File: config.mk
export PLATFORM = sky130hd
export DESIGN_NAME = multi_digit_counter_display
export DESIGN_NICKNAME = d
export VERILOG_FILES = /design/src/rtl/multi_digit_counter_display.sv
export SDC_FILE = /design/constraint.sdc
export NUM_CORES = 1
export LEC_CHECK = 0
export ABC_AREA = 0
export CORE_MARGIN = 2
export CORE_UTILIZATION = 55
export CTS_CLUSTER_DIAMETER = 50
export CTS_CLUSTER_SIZE = 30
export DETAILED_ROUTE_END_ITERATION = 6
export PLACE_DENSITY = 0.75
export SYNTH_ARGS = -nofsm -noshare
export SYNTH_HDL_FRONTEND = slang
export SYNTH_SLANG_ARGS = --single-unit
File: constraint.sdc
create_clock -name ClkIn -period 5.2 [get_ports ClkIn]
set_input_delay 1.04 -clock ClkIn [delete_from_list [all_inputs] [get_ports ClkIn]]
set_output_delay 1.04 -clock ClkIn [all_outputs]
set_load 0.05 [all_outputs]
File: src/rtl/multi_digit_counter_display.sv
// multi_digit_counter_display
//   N-digit up/down counter with BCD or hex digits. A free-running prescaler
//   sets the count rate. The design also has a synchronous load and a one-cycle
//   wrap pulse. The count drives a time-multiplexed common-anode 7-segment
//   display, with one digit lit per scan slot.
// Ports
//   ClkIn   : system clock, rising edge
//   RstN    : asynchronous active-low reset
//   En      : count enable, sampled on tick cycles
//   Up      : 1 = count up, 0 = count down
//   Load    : synchronous load strobe (has priority over counting)
//   LoadVal : value to load, digit 0 in LoadVal[3:0]
//   Count   : current count, same digit packing as LoadVal
//   Wrap    : one-cycle pulse when the count overflows or underflows
//   Seg     : active-low segments, Seg[6]=a ... Seg[0]=g
//   Anode   : active-low one-hot digit select
module multi_digit_counter_display #(
  parameter int CLK_HZ   = 100000000,
  parameter int TICK_HZ  = 1,
  parameter int SCAN_HZ  = 1000,
  parameter int DIGITS   = 4,
  parameter int MODE_BCD = 1
) (
  input  logic                  ClkIn,
  input  logic                  RstN,
  input  logic                  En,
  input  logic                  Up,
  input  logic                  Load,
  input  logic [4*DIGITS-1:0]   LoadVal,
  output logic [4*DIGITS-1:0]   Count,
  output logic                  Wrap,
  output logic [6:0]            Seg,
  output logic [DIGITS-1:0]     Anode
);

  localparam int DIV_T = CLK_HZ / TICK_HZ;
  localparam int DIV_S = CLK_HZ / SCAN_HZ;
  localparam int TW    = $clog2(DIV_T);
  localparam int SW    = $clog2(DIV_S);
  localparam int IW    = (DIGITS > 1) ? $clog2(DIGITS) : 1;
  localparam logic [3:0] DIGIT_MAX = (MODE_BCD != 0) ? 4'd9 : 4'hF;

  // ---------------------------------------------------------------- prescalers
  logic [TW-1:0] tick_cnt;
  logic [SW-1:0] scan_cnt;
  logic          tick;
  logic          scan_tick;
  logic [IW-1:0] scan_idx;

  assign tick      = (tick_cnt == TW'(DIV_T - 1));
  assign scan_tick = (scan_cnt == SW'(DIV_S - 1));

  always_ff @(posedge ClkIn or negedge RstN) begin
    if (!RstN) begin
      tick_cnt <= '0;
      scan_cnt <= '0;
      scan_idx <= '0;
    end else begin
      tick_cnt <= tick ? '0 : tick_cnt + 1'b1;
      scan_cnt <= scan_tick ? '0 : scan_cnt + 1'b1;
      if (scan_tick) begin
        scan_idx <= (scan_idx == IW'(DIGITS - 1)) ? '0 : scan_idx + 1'b1;
      end
    end
  end

  // ---------------------------------------------------------- load sanitising
  // In BCD mode a nibble above 9 would never be reached by counting, so it is
  // forced to 0 on load to keep every digit inside its legal range.
  logic [4*DIGITS-1:0] load_clean;

  genvar gi;
  generate
    for (gi = 0; gi < DIGITS; gi++) begin : g_load
      assign load_clean[4*gi +: 4] =
        ((MODE_BCD != 0) && (LoadVal[4*gi +: 4] > 4'd9)) ? 4'd0 : LoadVal[4*gi +: 4];
    end
  endgenerate

  // ------------------------------------------------------- ripple count step
  // One always_comb walks the digits so the carry/borrow chain stays in a
  // single process. The final carry out is exactly the wrap condition.
  logic [4*DIGITS-1:0] count_step;
  logic                carry_out;

  always_comb begin
    logic       carry;
    logic [3:0] digit;
    count_step = Count;
    carry      = 1'b1;
    for (int i = 0; i < DIGITS; i++) begin
      digit = Count[4*i +: 4];
      if (carry) begin
        if (Up) begin
          if (digit == DIGIT_MAX) begin
            count_step[4*i +: 4] = 4'd0;
            carry = 1'b1;
          end else begin
            count_step[4*i +: 4] = digit + 4'd1;
            carry = 1'b0;
          end
        end else begin
          if (digit == 4'd0) begin
            count_step[4*i +: 4] = DIGIT_MAX;
            carry = 1'b1;
          end else begin
            count_step[4*i +: 4] = digit - 4'd1;
            carry = 1'b0;
          end
        end
      end
    end
    carry_out = carry;
  end

  always_ff @(posedge ClkIn or negedge RstN) begin
    if (!RstN) begin
      Count <= '0;
      Wrap  <= 1'b0;
    end else if (Load) begin
      Count <= load_clean;
      Wrap  <= 1'b0;
    end else if (tick && En) begin
      Count <= count_step;
      Wrap  <= carry_out;
    end else begin
      Wrap  <= 1'b0;
    end
  end

  // ------------------------------------------------------------------ display
  logic [3:0]        cur_digit;
  logic [DIGITS-1:0] anode_next;
  logic [6:0]        seg_next;

  generate
    for (gi = 0; gi < DIGITS; gi++) begin : g_anode
      assign anode_next[gi] = (scan_idx != IW'(gi));
    end
  endgenerate

  always_comb begin
    cur_digit = 4'd0;
    for (int i = 0; i < DIGITS; i++) begin
      if (scan_idx == IW'(i)) cur_digit = Count[4*i +: 4];
    end
  end

  always_comb begin
    seg_next = 7'b1111111;
    case (cur_digit)
      4'h0: seg_next = 7'b0000001;
      4'h1: seg_next = 7'b1001111;
      4'h2: seg_next = 7'b0010010;
      4'h3: seg_next = 7'b0000110;
      4'h4: seg_next = 7'b1001100;
      4'h5: seg_next = 7'b0100100;
      4'h6: seg_next = 7'b0100000;
      4'h7: seg_next = 7'b0001111;
      4'h8: seg_next = 7'b0000000;
      4'h9: seg_next = 7'b0000100;
      4'hA: seg_next = 7'b0001000;
      4'hB: seg_next = 7'b1100000;
      4'hC: seg_next = 7'b0110001;
      4'hD: seg_next = 7'b1000010;
      4'hE: seg_next = 7'b0110000;
      4'hF: seg_next = 7'b0111000;
      default: seg_next = 7'b1111111;
    endcase
  end

  // Registered outputs: blank while in reset, one cycle behind index/Count.
  always_ff @(posedge ClkIn or negedge RstN) begin
    if (!RstN) begin
      Seg   <= 7'b1111111;
      Anode <= '1;
    end else begin
      Seg   <= seg_next;
      Anode <= anode_next;
    end
  end

endmodule

Word level (Yosys, flattened, before mapping)
Memories as Yosys holds them, arrays and structs flattened. A register that Yosys moved wholly into a read port is not among the register bits.
Index checks and enable logic that the tools add are counted.
{"block": "word_totals", "ff_bits": 67, "latchBits": 0, "mem_bits_rw": 0, "romBits": 112, "mem_count": 1}
{"block": "classes", "addsub": 11, "multipliers": 0, "div": 0, "order_cmp": 4, "n_eq_ne": 12, "shifts": 0, "muxes": 45, "bitwise": 0, "reduce_logical": 15}
{"name": "(name not given)", "depth": 16, "word_bits": 7, "rd": 1, "rd_ports_with_merged_regs": 1, "wr": 0, "line_no": "151", "source": "case (cur_digit)"}
{"op": "4-bit 2-to-1 mux", "n": 23}
{"op": "16-bit 2-to-1 mux", "n": 2}
{"op": "27-bit by 1-bit adder with 27-bit output (second input constant)", "n": 1}
{"op": "27-bit equality test (second input constant)", "n": 1}
{"op": "27-bit 2-to-1 mux", "n": 1}
{"op": "17-bit by 1-bit adder with 17-bit output (second input constant)", "n": 1}
{"op": "17-bit equality test (second input constant)", "n": 1}
{"op": "1-bit 2-to-1 mux", "n": 17}
{"op": "17-bit 2-to-1 mux", "n": 1}
{"op": "4-bit by 1-bit adder with 4-bit output (second input constant)", "n": 4}
{"op": "4-bit equality test (second input constant)", "n": 4}
{"op": "4-bit > comparator (second input constant)", "n": 4}
{"op": "4-bit zero test", "n": 4}
{"op": "4-bit by 1-bit subtractor with 4-bit output (second input constant)", "n": 4}
{"op": "2-bit nonzero test", "n": 5}
{"op": "2-bit AND reduction", "n": 3}
{"op": "2-bit equality test (second input constant)", "n": 2}
{"op": "2-bit != test (second input constant)", "n": 2}
{"op": "2-bit by 1-bit adder with 2-bit output (second input constant)", "n": 1}
{"op": "2-bit by 1-bit equality test with 1-bit output (second input constant)", "n": 1}
{"op": "2-bit zero test", "n": 1}
{"op": "2-bit 2-to-1 mux", "n": 1}
{"op": "2-bit by 1-bit != test with 1-bit output (second input constant)", "n": 1}
{"op": "1-bit logical AND", "n": 1}
{"op": "1-bit zero test", "n": 1}

Logic depth before layout (Yosys ltp)
{"block": "logic_depth", "depth_word": 8, "depth_mapped": 10, "mapped_depth_nobuf": 9}

Worst setup path after synthesis
No wires, ideal clock.
{"block": "synth_timing", "path_type": "input to register", "startpoint": "input Up", "endpoint": "register Count[12]", "arrival_ps": 2522, "t_required_ps": 5118, "slack_ps": 2597, "cell_stages": 5, "path_cell_list": "or3_1 -> a2111oi_2 -> nand4b_1 -> or3_1 -> a31oi_1"}
{"block": "synth_via", "elab_chain_cells": 5, "word_cells_on_any_way": 11, "classes_between": "mux: 9; reduce/logical: 2"}
{"element": "from (decl)", "line_no": "27", "source": "input logic Up,"}
{"element": "1-bit 2-to-1 mux", "line_no": "94", "source": "if (Up) begin"}
{"element": "1-bit 2-to-1 mux (2 in a row)", "line_no": "93", "source": "if (carry) begin"}
{"element": "2-bit nonzero test (no source line)"}
{"element": "2-bit AND reduction (no source line)"}
{"element": "to (signal assigned)", "line_no": "121", "source": "Count <= load_clean;"}
{"element": "to (signal assigned)", "line_no": "124", "source": "Count <= count_step;"}
{"element": "to (decl)", "line_no": "30", "source": "output logic [4*DIGITS-1:0] Count,"}
Parallel ways exist; a longest one is shown, timed or not. The select of a mux whose other input is x is not followed.
A chain may end at the register's enable or synchronous reset.

Worst setup path in the final report
{"block": "layout_timing", "startpoint": "input Up", "endpoint": "register Count[13]"}
Same word-level chain as after synthesis.

==> impl_results.md <==
* Layout cell share with drive strength beyond 1 at 8.49%
* CP peak stage delay at between 0.7 and 0.8 ns
* Setup Total Neg Slack at 0 ns
* WS Path Type: input port to flop
* Row count at 32
* Area Overhead vs Synth at 16.3%
* Die area at 0.00874 mm2
* Synth Area in Adders at 3.41%
* Post-route DRC at 0
* DRT Pass-1 Iters at 5
* Top_reg_cell synth: dfrtp_1
* Largest family of logic cells by synthesized area: simple AND/OR/NAND/NOR gates
* Cell Area, Synth at 0.00441 mm2
* CP delay by family, top: buffers and inverters
* Num CTS Buffers at 9
* Slew HR at about 22%
* Yosys warnings at 0
* RSZ-0062 raised after global routing: no
* Post-synth EDFFs at 0
* TritonCTS clock tree: yes
* Hold WS at 0.495 ns
* Io pins at 49
* First-pass GRT wire length at 16100 um
* Count of cell types in the netlist at about 60
* Startpoint types: input port
* Worst setup EP type: flop
* Reg2reg start: scan_idx[0]$_DFFE_PN0N_
* Worst Skew at 0.0112 ns
* Most instantiated library cell after synthesis: dfrtp_1
* VDD IR max at 0.000150 V
* Vias in the first global route at 3379
* Core area at 0.00773 mm2
* GRT Overall Usage at 23.0%
* Cell count after synthesis at 482
* Die extent in y at 93.5 um
* Proportion of synthesized flip-flops having asynchronous set or reset at 100%
* Simple-gate share of the synthesized area at 23.3%
* Overflow left after global routing at 0
* IO buf count at 48
* Clock latency on the worst-skew pair at 0.35 ns
* N_diodes at 0
* Initial DRC Count at 176
* Final setup fails at 0
* Clk slew on worst S/H paths at 0.08 ns
* Hold wc startpoint: tick_cnt[0]$_DFF_PN0_
* Antenna violations before repair at 0
* XOR/XNOR Fraction of Synth Area at 9.54%
* Hold crit path type: flop to flop
* Pwr/cell area at roughly 270 mW/mm2
* Post-CTS Setup Bufs at 0
* Syn_nets at between 500 and 600
* CP cell instances: clkdlybuf4s50_1 -> buf_4 -> nand3_1 -> a2111oi_2 -> nand4b_1 -> a2111oi_0 -> o31ai_1
* Register area share after synthesis at 42.3%
* Max_cap viols at 0
* LEAKAGE at 2.19 nW
* Fin. Hold Viols at 0
* Post-synth top cells: dfrtp_1, nor2_1, nand2_1
* Tcrit/Tclk final at 63.4%
* FF-to-FF End: Seg[6]$_DFF_PN1_
* Largest net degree at the start of global routing at 42
* Tmin final at 3.30 ns
* Post-CTS Resized at 0
* Clock Sinks at 74
* Final slew viol count at 0
* Data required, critical path at 5.41 ns
* Die W at 93.5 um
* Filler Cell Count at around 620
* Worst reg-to-reg setup slack at 2.51 ns
* Worst-path fanout max at 26
* CP arrival at roughly 3.5 ns
* H-tree levels at 3
* Cts hold-fix bufs at 0
* Dpl hpwl at 6600 um
* Final Util at 66.3%
* Worst Max-Slew Pin Slew at 1.16 ns
* Routability Congestion at around 0.86
* Synthesized flop and latch total at 74
* Routed WL at 9430 um
* Clock tree root driver cell: clkbuf_8
* Avg Cell Area, Syn at 9.14 um2
* Initial core utilization at between 50% and 60%
* Critical path buffers and inverters at 2
* Largest area contributor in the netlist: dfrtp_1
* DR vias/cell at a little under 6
* Final Non-Filler Cells at 620
* Placed insts at between 600 and 700
* Status: completed
* Final ANT Viol Nets at 0
* FF-to-FF path depth at 9
* Routed vias at between 3000 and 4000
* Hold path endpoint: tick_cnt[0]$_DFF_PN0_
* Top cells by area, synth: dfrtp_1, dfstp_2, xor2_1
* Hold depth at 1
* Area share of the largest cell type after synthesis at 35.8%
* Drt wl/cell at around 15 um
* Fraction of synthesized area in multiplexers at 4.57%
* NumNets Final at around 550
* Max Fclk at 303 MHz
* Max Buffers Root-to-Sink at 2
* Pwr Total at 1.36 mW
* Slowest library cell on the worst path: clkdlybuf4s50_1
* Complex-gate fraction of the synthesized area at 12.3%
worst max path at each step:
stage,start,endpoint,slack [ns],cells after the start
final,Up,Count[13]$_DFFE_PN0P_,1.90,7
after global routing,Up,Count[13]$_DFFE_PN0P_,1.59,7
after CTS,Up,Count[13]$_DFFE_PN0P_,1.93,7
after detailed placement,Up,Count[13]$_DFFE_PN0P_,1.55,7
after floorplan,Up,Count[12]$_DFFE_PN0P_,2.60,5
after global placement,Up,Count[9]$_DFFE_PN0P_,1.67,7
layer usage:
metal | GRT usage (%) | routed length [um] | vias to the layer above
met2 | 37.6 | 4580 | 69
met1 | 31.2 | 4340 | 1746
met5 | 0 | 0 | -
li1 | - | - | 1767
met3 | 2.74 | 358 | 13
met4 | 9.19 | 149 | 0
registers in the layout, summed over array words and instances (netlist names):
register,count
Anode,4
Wrap,1
Seg,7
scan_idx,2
scan_cnt,17
Count,16
tick_cnt,27
through the flow:
step           cell area, um2  setup slack [ns]
2_1_floorplan            4410              2.60
3_3_place_gp             4900              1.67
3_5_place_dp             4900              1.55
4_1_cts                  5120              1.93
5_1_grt                  5120              1.59
6_report                 5120              1.90
layout make-up:
type	count	area (um2)	share of cell area, %
timing repair buffer	51	498	9.72
clock buffer	11	141	2.76
multi-input combinational	358	2340	45.7
inverter	19	71.3	1.39
clock inverter	5	77.6	1.51
sequential	74	1870	36.4
tap	102	128	2.49
cells by family after synthesis:
logic type                 Yosys count
DFF                                 74
muxes                               18
AOI/OAI and AO/OA                   85
buffers and inverters               50
and+or+nand+nor                    195
xor gates and xnor gates            48
adders and majority gates           12
cells in the final DEF (no fill, tap or decap), types with 3 or more instances in the layout:
cell type,count
nand2b_1,3
nand4_1,10
nand3_1,35
o32ai_1,3
o31ai_1,4
nor3_1,13
ha_1,12
o21ai_0,33
nand2_1,37
a22oi_1,5
mux2i_1,13
buf_4,3
mux2_2,3
or3_1,7
and4_1,4
inv_1,19
a21oi_1,15
or4b_1,3
clkbuf_8,10
and4b_1,3
and3_1,13
dfrtp_1,63
o221ai_1,3
xnor2_1,22
dfstp_2,11
nor4_1,3
a211oi_1,3
nor2b_1,6
nor2_1,42
clkdlybuf4s50_1,47
xor2_1,26
power breakdown:
| part | switching, mW | internal (mW) | leakage, nW | total (mW) |
|---|---|---|---|---|
| Clock | 0.217 | 0.282 | 0.109 | 0.499 |
| Combinational | 0.140 | 0.0913 | 1.14 | 0.231 |
| Sequential | 0.0334 | 0.597 | 0.949 | 0.631 |
(Power assumes the default switching activity.)
